`src/rtl/countdown_pkg.sv`:
```
// countdown_pkg: shared definitions for the mm:ss countdown timer.
//   state_e   - controller states (IDLE, RUN, PAUSE, ALARM)
//   SEC_MAX   - highest seconds value, wrap/borrow point
//   TIME_ZERO - the 00:00 value of a minute or second field
package countdown_pkg;

    typedef enum logic [1:0] {
        IDLE  = 2'd0,
        RUN   = 2'd1,
        PAUSE = 2'd2,
        ALARM = 2'd3
    } state_e;

    localparam int SEC_MAX   = 59;
    localparam int TIME_ZERO = 0;

endpackage

```
`src/rtl/mmss_down_counter.sv`:
```
// mmss_down_counter: loadable minutes:seconds pair with decrement enable.
//   clk, reset_n          - clock, async active-low reset
//   clr_i                 - force count to 00:00 (highest priority)
//   load_i, ld_min_i/_sec - load a new mm:ss value
//   dec_i                 - decrement by one second, borrowing into minutes
//   min_o, sec_o          - current count
//   nxt_min_o, nxt_sec_o  - value the count takes at the next edge
//   zero_o, nxt_zero_o    - current / next count equals 00:00
module mmss_down_counter
    import countdown_pkg::*;
#(
    parameter int W = 8
) (
    input  logic         clk,
    input  logic         reset_n,
    input  logic         clr_i,
    input  logic         load_i,
    input  logic [W-1:0] ld_min_i,
    input  logic [W-1:0] ld_sec_i,
    input  logic         dec_i,
    output logic [W-1:0] min_o,
    output logic [W-1:0] sec_o,
    output logic [W-1:0] nxt_min_o,
    output logic [W-1:0] nxt_sec_o,
    output logic         zero_o,
    output logic         nxt_zero_o
);

    logic [W-1:0] min_q, min_d;
    logic [W-1:0] sec_q, sec_d;

    assign zero_o = (min_q == W'(TIME_ZERO)) && (sec_q == W'(TIME_ZERO));

    always_comb begin
        min_d = min_q;
        sec_d = sec_q;
        if (clr_i) begin
            min_d = W'(TIME_ZERO);
            sec_d = W'(TIME_ZERO);
        end else if (load_i) begin
            min_d = ld_min_i;
            sec_d = ld_sec_i;
        end else if (dec_i && !zero_o) begin
            // Borrow a minute only once seconds are exhausted; the zero
            // guard keeps the count from wrapping below 00:00.
            if (sec_q != W'(TIME_ZERO)) begin
                sec_d = sec_q - W'(1);
            end else begin
                sec_d = W'(SEC_MAX);
                min_d = min_q - W'(1);
            end
        end
    end

    always_ff @(posedge clk or negedge reset_n) begin
        if (!reset_n) begin
            min_q <= '0;
            sec_q <= '0;
        end else begin
            min_q <= min_d;
            sec_q <= sec_d;
        end
    end

    assign min_o      = min_q;
    assign sec_o      = sec_q;
    assign nxt_min_o  = min_d;
    assign nxt_sec_o  = sec_d;
    assign nxt_zero_o = (min_d == W'(TIME_ZERO)) && (sec_d == W'(TIME_ZERO));

endmodule

```
`src/rtl/countdown_timer.sv`:
```
// countdown_timer: mm:ss countdown with preset, pause and buzzer alarm.
//   clk, reset_n        - clock, async active-low reset
//   tick_1hz            - one-clk enable, once per second
//   start / stop        - one-clk control pulses (stop > start > tick)
//   set_min / set_sec   - one-clk preset increments, honoured in IDLE only
//   min_out / sec_out   - displayed time (preset in IDLE, count otherwise)
//   running             - high in RUN
//   done                - one-clk pulse on entry to ALARM
//   buzzer              - buzzer drive
// Optional: COUNTDOWN_TIMER_BLINK_EN makes the alarm beep intermittently
// (buzzer toggles per tick) and blanks the paused display on alternate ticks.
// All outputs are registered from next-state values, so every response is
// visible one clk after the input that caused it.
module countdown_timer
    import countdown_pkg::*;
#(
    parameter int MAX_MIN   = 59,
    parameter int RING_SECS = 10,
    parameter int W         = 8
) (
    input  logic         clk,
    input  logic         reset_n,
    input  logic         tick_1hz,
    input  logic         start,
    input  logic         stop,
    input  logic         set_min,
    input  logic         set_sec,
    output logic [W-1:0] min_out,
    output logic [W-1:0] sec_out,
    output logic         running,
    output logic         done,
    output logic         buzzer
);

    localparam int RW = $clog2(RING_SECS + 1);

    state_e       state_q, state_d;
    logic [W-1:0] pmin_q, pmin_d;
    logic [W-1:0] psec_q, psec_d;
    logic [RW-1:0] ring_q, ring_d;
    logic [W-1:0] min_out_q, min_out_d;
    logic [W-1:0] sec_out_q, sec_out_d;
    logic         running_q, running_d;
    logic         done_q, done_d;
    logic         buzzer_q, buzzer_d;

    logic         cnt_clr, cnt_load, cnt_dec;
    logic [W-1:0] cnt_min, cnt_sec, cnt_nxt_min, cnt_nxt_sec;
    logic         cnt_zero, cnt_nxt_zero;
    logic         preset_zero;

`ifdef COUNTDOWN_TIMER_BLINK_EN
    logic         blank_q, blank_d;
`endif

    mmss_down_counter #(.W(W)) u_count (
        .clk        (clk),
        .reset_n    (reset_n),
        .clr_i      (cnt_clr),
        .load_i     (cnt_load),
        .ld_min_i   (pmin_q),
        .ld_sec_i   (psec_q),
        .dec_i      (cnt_dec),
        .min_o      (cnt_min),
        .sec_o      (cnt_sec),
        .nxt_min_o  (cnt_nxt_min),
        .nxt_sec_o  (cnt_nxt_sec),
        .zero_o     (cnt_zero),
        .nxt_zero_o (cnt_nxt_zero)
    );

    assign preset_zero = (pmin_q == W'(TIME_ZERO)) && (psec_q == W'(TIME_ZERO));

    // Next-state logic
    always_comb begin
        state_d  = state_q;
        pmin_d   = pmin_q;
        psec_d   = psec_q;
        ring_d   = ring_q;
        cnt_clr  = 1'b0;
        cnt_load = 1'b0;
        cnt_dec  = 1'b0;
        done_d   = 1'b0;
        unique case (state_q)
            IDLE: begin
                if (set_min) pmin_d = (pmin_q == W'(MAX_MIN)) ? W'(TIME_ZERO) : pmin_q + W'(1);
                if (set_sec) psec_d = (psec_q == W'(SEC_MAX)) ? W'(TIME_ZERO) : psec_q + W'(1);
                if (!stop && start && !preset_zero) begin
                    cnt_load = 1'b1;
                    state_d  = RUN;
                end
            end
            RUN: begin
                if (stop) begin
                    state_d = PAUSE;
                end else if (!start && tick_1hz) begin
                    cnt_dec = 1'b1;
                    if (cnt_nxt_zero) begin
                        state_d = ALARM;
                        done_d  = 1'b1;
                        ring_d  = '0;
                    end
                end
            end
            PAUSE: begin
                if (stop) begin
                    cnt_clr = 1'b1;
                    state_d = IDLE;
                end else if (start) begin
                    state_d = RUN;
                end
            end
            ALARM: begin
                if (stop || start) begin
                    state_d = IDLE;
                end else if (tick_1hz) begin
                    ring_d = ring_q + RW'(1);
                    if (ring_d == RW'(RING_SECS)) state_d = IDLE;
                end
            end
            default: state_d = IDLE;
        endcase
    end

    // Output logic, evaluated on next state so outputs register cleanly
    always_comb begin
        running_d = (state_d == RUN);
        min_out_d = cnt_nxt_min;
        sec_out_d = cnt_nxt_sec;
        buzzer_d  = 1'b0;
`ifdef COUNTDOWN_TIMER_BLINK_EN
        blank_d   = 1'b0;
        if (state_q == PAUSE && state_d == PAUSE) begin
            blank_d = tick_1hz ? ~blank_q : blank_q;
        end
`endif
        unique case (state_d)
            IDLE: begin
                min_out_d = pmin_d;
                sec_out_d = psec_d;
            end
            ALARM: begin
                min_out_d = W'(TIME_ZERO);
                sec_out_d = W'(TIME_ZERO);
`ifdef COUNTDOWN_TIMER_BLINK_EN
                // Start high on entry, then flip on each tick while ringing.
                if (state_q != ALARM)  buzzer_d = 1'b1;
                else if (tick_1hz)     buzzer_d = ~buzzer_q;
                else                   buzzer_d = buzzer_q;
`else
                buzzer_d  = 1'b1;
`endif
            end
`ifdef COUNTDOWN_TIMER_BLINK_EN
            PAUSE: begin
                if (blank_d) begin
                    min_out_d = W'(TIME_ZERO);
                    sec_out_d = W'(TIME_ZERO);
                end
            end
`endif
            default: ;
        endcase
    end

    always_ff @(posedge clk or negedge reset_n) begin
        if (!reset_n) begin
            state_q   <= IDLE;
            pmin_q    <= '0;
            psec_q    <= '0;
            ring_q    <= '0;
            min_out_q <= '0;
            sec_out_q <= '0;
            running_q <= 1'b0;
            done_q    <= 1'b0;
            buzzer_q  <= 1'b0;
        end else begin
            state_q   <= state_d;
            pmin_q    <= pmin_d;
            psec_q    <= psec_d;
            ring_q    <= ring_d;
            min_out_q <= min_out_d;
            sec_out_q <= sec_out_d;
            running_q <= running_d;
            done_q    <= done_d;
            buzzer_q  <= buzzer_d;
        end
    end

`ifdef COUNTDOWN_TIMER_BLINK_EN
    always_ff @(posedge clk or negedge reset_n) begin
        if (!reset_n) blank_q <= 1'b0;
        else          blank_q <= blank_d;
    end
`endif

    assign min_out = min_out_q;
    assign sec_out = sec_out_q;
    assign running = running_q;
    assign done    = done_q;
    assign buzzer  = buzzer_q;

endmodule

```
`config.mk`:
```
export PLATFORM = sky130hd
export DESIGN_NAME = countdown_timer
export DESIGN_NICKNAME = d
export VERILOG_FILES = /design/src/rtl/countdown_pkg.sv /design/src/rtl/mmss_down_counter.sv /design/src/rtl/countdown_timer.sv
export SDC_FILE = /design/constraint.sdc
export NUM_CORES = 1
export LEC_CHECK = 0
export CAP_MARGIN = 20
export CELL_PAD_IN_SITES_DETAIL_PLACEMENT = 1
export CELL_PAD_IN_SITES_GLOBAL_PLACEMENT = 2
export CORE_MARGIN = 3
export CORE_UTILIZATION = 41
export CTS_CLUSTER_SIZE = 16
export DETAILED_ROUTE_END_ITERATION = 16
export PLACE_DENSITY = 0.95
export SYNTH_ARGS = -nofsm -noshare
export SYNTH_HDL_FRONTEND = slang
export SYNTH_SLANG_ARGS = --single-unit
```
`constraint.sdc`:
```
create_clock -name clk -period 8.6 [get_ports clk]
set_clock_uncertainty 0.1 [all_clocks]
set_input_delay 1.72 -clock clk [delete_from_list [all_inputs] [get_ports clk]]
set_output_delay 1.72 -clock clk [all_outputs]
set_load 0.01 [all_outputs]
```
==> results.sh <==
export IMPL_status="completed"
export IMPL_clock_latency_ns=0.35
export IMPL_grt_max_degree=58
export IMPL_area_delta_synth_final_pct=15.0
export IMPL_leakage_nw=1.53
export IMPL_wl_per_cell_um=21.0
export IMPL_antenna_found_initial=0
export IMPL_clk_path_buf_depth=2
export IMPL_grt_pass1_wl_um=15800
export IMPL_synthFlopType="dfrtp_1"
export IMPL_cts_setup_buffers=0
export IMPL_track_usage=0.230
export IMPL_final_nets=378
export IMPL_ir_worst_vdd_uv=154
export IMPL_worst_ep_arrival_time_ns=6.37
export IMPL_core_mm2=0.00781
export IMPL_start_util=0.426
export IMPL_p_int_mw=0.742
export IMPL_avgSynthCellArea_um2=9.85
export IMPL_path_delay_family="simple AND/OR/NAND/NOR gates"
export IMPL_rsz0062_at_grt="no"
export IMPL_holdWs_ns=0.470
export IMPL_cp_depth=12
export IMPL_sw_frac_of_total=0.425
export IMPL_cp_slowest_cell="clkdlybuf4s50_1"
export IMPL_drt_initial_drc_count=311
export IMPL_clockPowerShare=0.196
export IMPL_crit_required_ns=8.74
export IMPL_htree_levels=3
export IMPL_dieWidth_um=96.1
export IMPL_maxSlewViolCount=0
export IMPL_cpMostUsedCell="nor2b_1"
export IMPL_synth_edf_count=0
export IMPL_hold_viol_final=0
export IMPL_final_setup_viol_count=0
export IMPL_overflow=0
export IMPL_rows=32
export IMPL_drt_pass1_iter_count=5
export IMPL_fillCellCount=881
export IMPL_crit_buf_inv=2
export IMPL_cts_buffers_inserted=9
export IMPL_worst_pin_slew_ns=0.971
export IMPL_port_buffer_count=25
export IMPL_start_kind="input port"
export IMPL_crit_chain="clkdlybuf4s50_1 -> nor4b_2 -> nand2_1 -> o21ai_0 -> a21oi_1 -> or4_4 -> nor2_2 -> nor2b_1 -> ha_1 -> nor2b_1 -> buf_4 -> a22o_1"
export IMPL_dp_cells=448
export IMPL_drive_above_1_share=0.0964
export IMPL_netlist_area_mm2=0.00333
export IMPL_ys_seq_area_frac=0.428
export IMPL_ys_ff_latch=57
export IMPL_cts_tree="done"
export IMPL_min_path_cells=1
export IMPL_finalNonFillerCells=465
export IMPL_yosys_warnings=0
export IMPL_finalSetupTns_ns=0
export IMPL_die_area_mm2=0.00924
export IMPL_dp_hpwl_um=7250
export IMPL_wl_um=9780
export IMPL_route_detailed_drc=0
export IMPL_seqPwrFrac=0.384
export IMPL_finalCritPeriodShare=0.725
export IMPL_cts_sinks=57
export IMPL_diodes=0
export IMPL_vias_per_cell=6.16
export IMPL_post_cts_resized=0
export IMPL_max_freq_mhz=160
export IMPL_timing_worst_setup_path_type="input port to flip-flop"
export IMPL_ctsHoldBuffers=0
export IMPL_cp_max_fo=24
export IMPL_syn_num_nets=358
export IMPL_clk_transition_reported_paths_ns=0.07
export IMPL_first_global_vias=2791
export IMPL_critPathMaxStageDelay_ns=0.91
export IMPL_synthArstFlopShare=1.00
export IMPL_r2r_slack_ns=3.89
export IMPL_dieHeight_um=96.1
export IMPL_hp_class="flip-flop to flip-flop"
export IMPL_ant_nets=0
export IMPL_gp_congestion=0.907
export IMPL_powerDensity_mw_per_mm2=337
export IMPL_root_buffer="clkbuf_8"
export IMPL_combinationalPowerShare=0.420
export IMPL_drv_cap=0
export IMPL_layout_min_cycle_time_ns=6.23
export IMPL_dr_total_vias=2863
export IMPL_relSlewSlack=0.351
export IMPL_io_pins=26
export IMPL_worstRegToRegCells=14
export IMPL_endpoint_kind="flip-flop"
export IMPL_p_switching_mw=0.549
export IMPL_synth_cells=338
export IMPL_synth_distinct_cells=58
[state kept, by name, summed over array words and instances (netlist names)]
name and cells:
min_out 8, pmin_q 8, psec_q 8, sec_out 8, u_count.min_o 8, u_count.sec_o 8
ring_q 4, state_q 2, buzzer 1, done 1, running 1
[final cells by class]
type,instances,area [µm²],area share
Clock buffer,11,141,0.0369
Clock inverter,5,55.1,0.0144
Inverter,11,41.3,0.0108
Multi-Input combinational cell,252,1780,0.464
Sequential cell,57,1430,0.372
Tap cell,102,128,0.0333
Timing Repair Buffer,27,260,0.0680
[layout by cell type (no fill, tap or decap), types with 4 or more instances in the layout]
| master | instances |
|---|---|
| nand4b_1 | 5 |
| a22o_1 | 17 |
| and4_1 | 4 |
| dfrtp_1 | 57 |
| o41ai_1 | 4 |
| and3_1 | 6 |
| xor2_1 | 8 |
| nor3_1 | 9 |
| nand4_1 | 9 |
| xnor2_1 | 11 |
| a211oi_1 | 6 |
| a21oi_1 | 14 |
| clkbuf_8 | 10 |
| nand3_1 | 10 |
| inv_1 | 11 |
| nor2b_1 | 4 |
| nor3b_1 | 4 |
| o21ai_0 | 11 |
| ha_1 | 13 |
| and2_1 | 7 |
| nand2_1 | 19 |
| nor4_1 | 6 |
| clkdlybuf4s50_1 | 24 |
| nor2_1 | 32 |
| a311oi_1 | 4 |
| a31oi_1 | 4 |
[per-layer routing]
metal  vias to the layer above  global-route usage  share of wire
met5                         -                   0              0
met2                        96               0.338           0.45
met3                        21              0.0321          0.047
met1                      1428               0.345           0.48
met4                         0              0.0794          0.021
li1                       1318                   -              -
[power groups by stage]
stage	combinational [mW]	clock, mW	sequential [mW]
6_report	0.543	0.253	0.496
5_1_grt	0.596	0.266	0.511
4_1_cts	0.536	0.254	0.492
3_5_place_dp	0.531	0	0.496
3_3_place_gp	0.512	0	0.498
2_1_floorplan	0.368	0	0.451
[cells by family (layout without fill, tap and decap cells)]
kind of cell               after synthesis  in the layout  synth area share
AOI/OAI and AO/OA                       79             79             0.176
xor gates and xnor gates                19             19            0.0500
adders and majority gates               13             13            0.0489
buffers and inverters                   29             54            0.0376
DFF                                     57             57             0.428
and+or+nand+nor                        141            141             0.259
[stage by stage]
| step | power (mW) | setup WS [ns] | cell area [µm²] | util |
|---|---|---|---|---|
| after floorplan | 0.819 | 3.65 | 3330 | - |
| after global placement | 1.01 | 1.87 | 3630 | 0.464 |
| after detailed placement | 1.03 | 1.60 | 3630 | 0.464 |
| after CTS | 1.28 | 1.95 | 3820 | 0.490 |
| after global routing | 1.37 | 2.06 | 3830 | 0.491 |
| final | 1.29 | 2.37 | 3830 | 0.491 |
[synth_stat cells (8+ instances only)]
master	instances	area (µm²)
xnor2_1	11	96.3
xor2_1	8	70.1
inv_1	11	41.3
clkbuf_1	11	41.3
nor3_1	9	45.0
nand3_1	10	50.1
nor2_1	32	120
dfrtp_1	57	1430
nand4_1	9	56.3
o21ai_0	11	55.1
a21oi_1	14	70.1
ha_1	13	163
a22o_1	17	149
nand2_1	19	71.3
[worst paths after layout]
path	from	to
max	stop	sec_out[5]
min	pmin_q[6]	pmin_q[6]
max reg2reg	psec_q[0]	sec_out[5]
min reg2reg	pmin_q[6]	pmin_q[6]
max in group asynchronous	reset_n	u_count.min_o[7]
min in group asynchronous	reset_n	ring_q[3]
(Power assumes the default switching activity.)
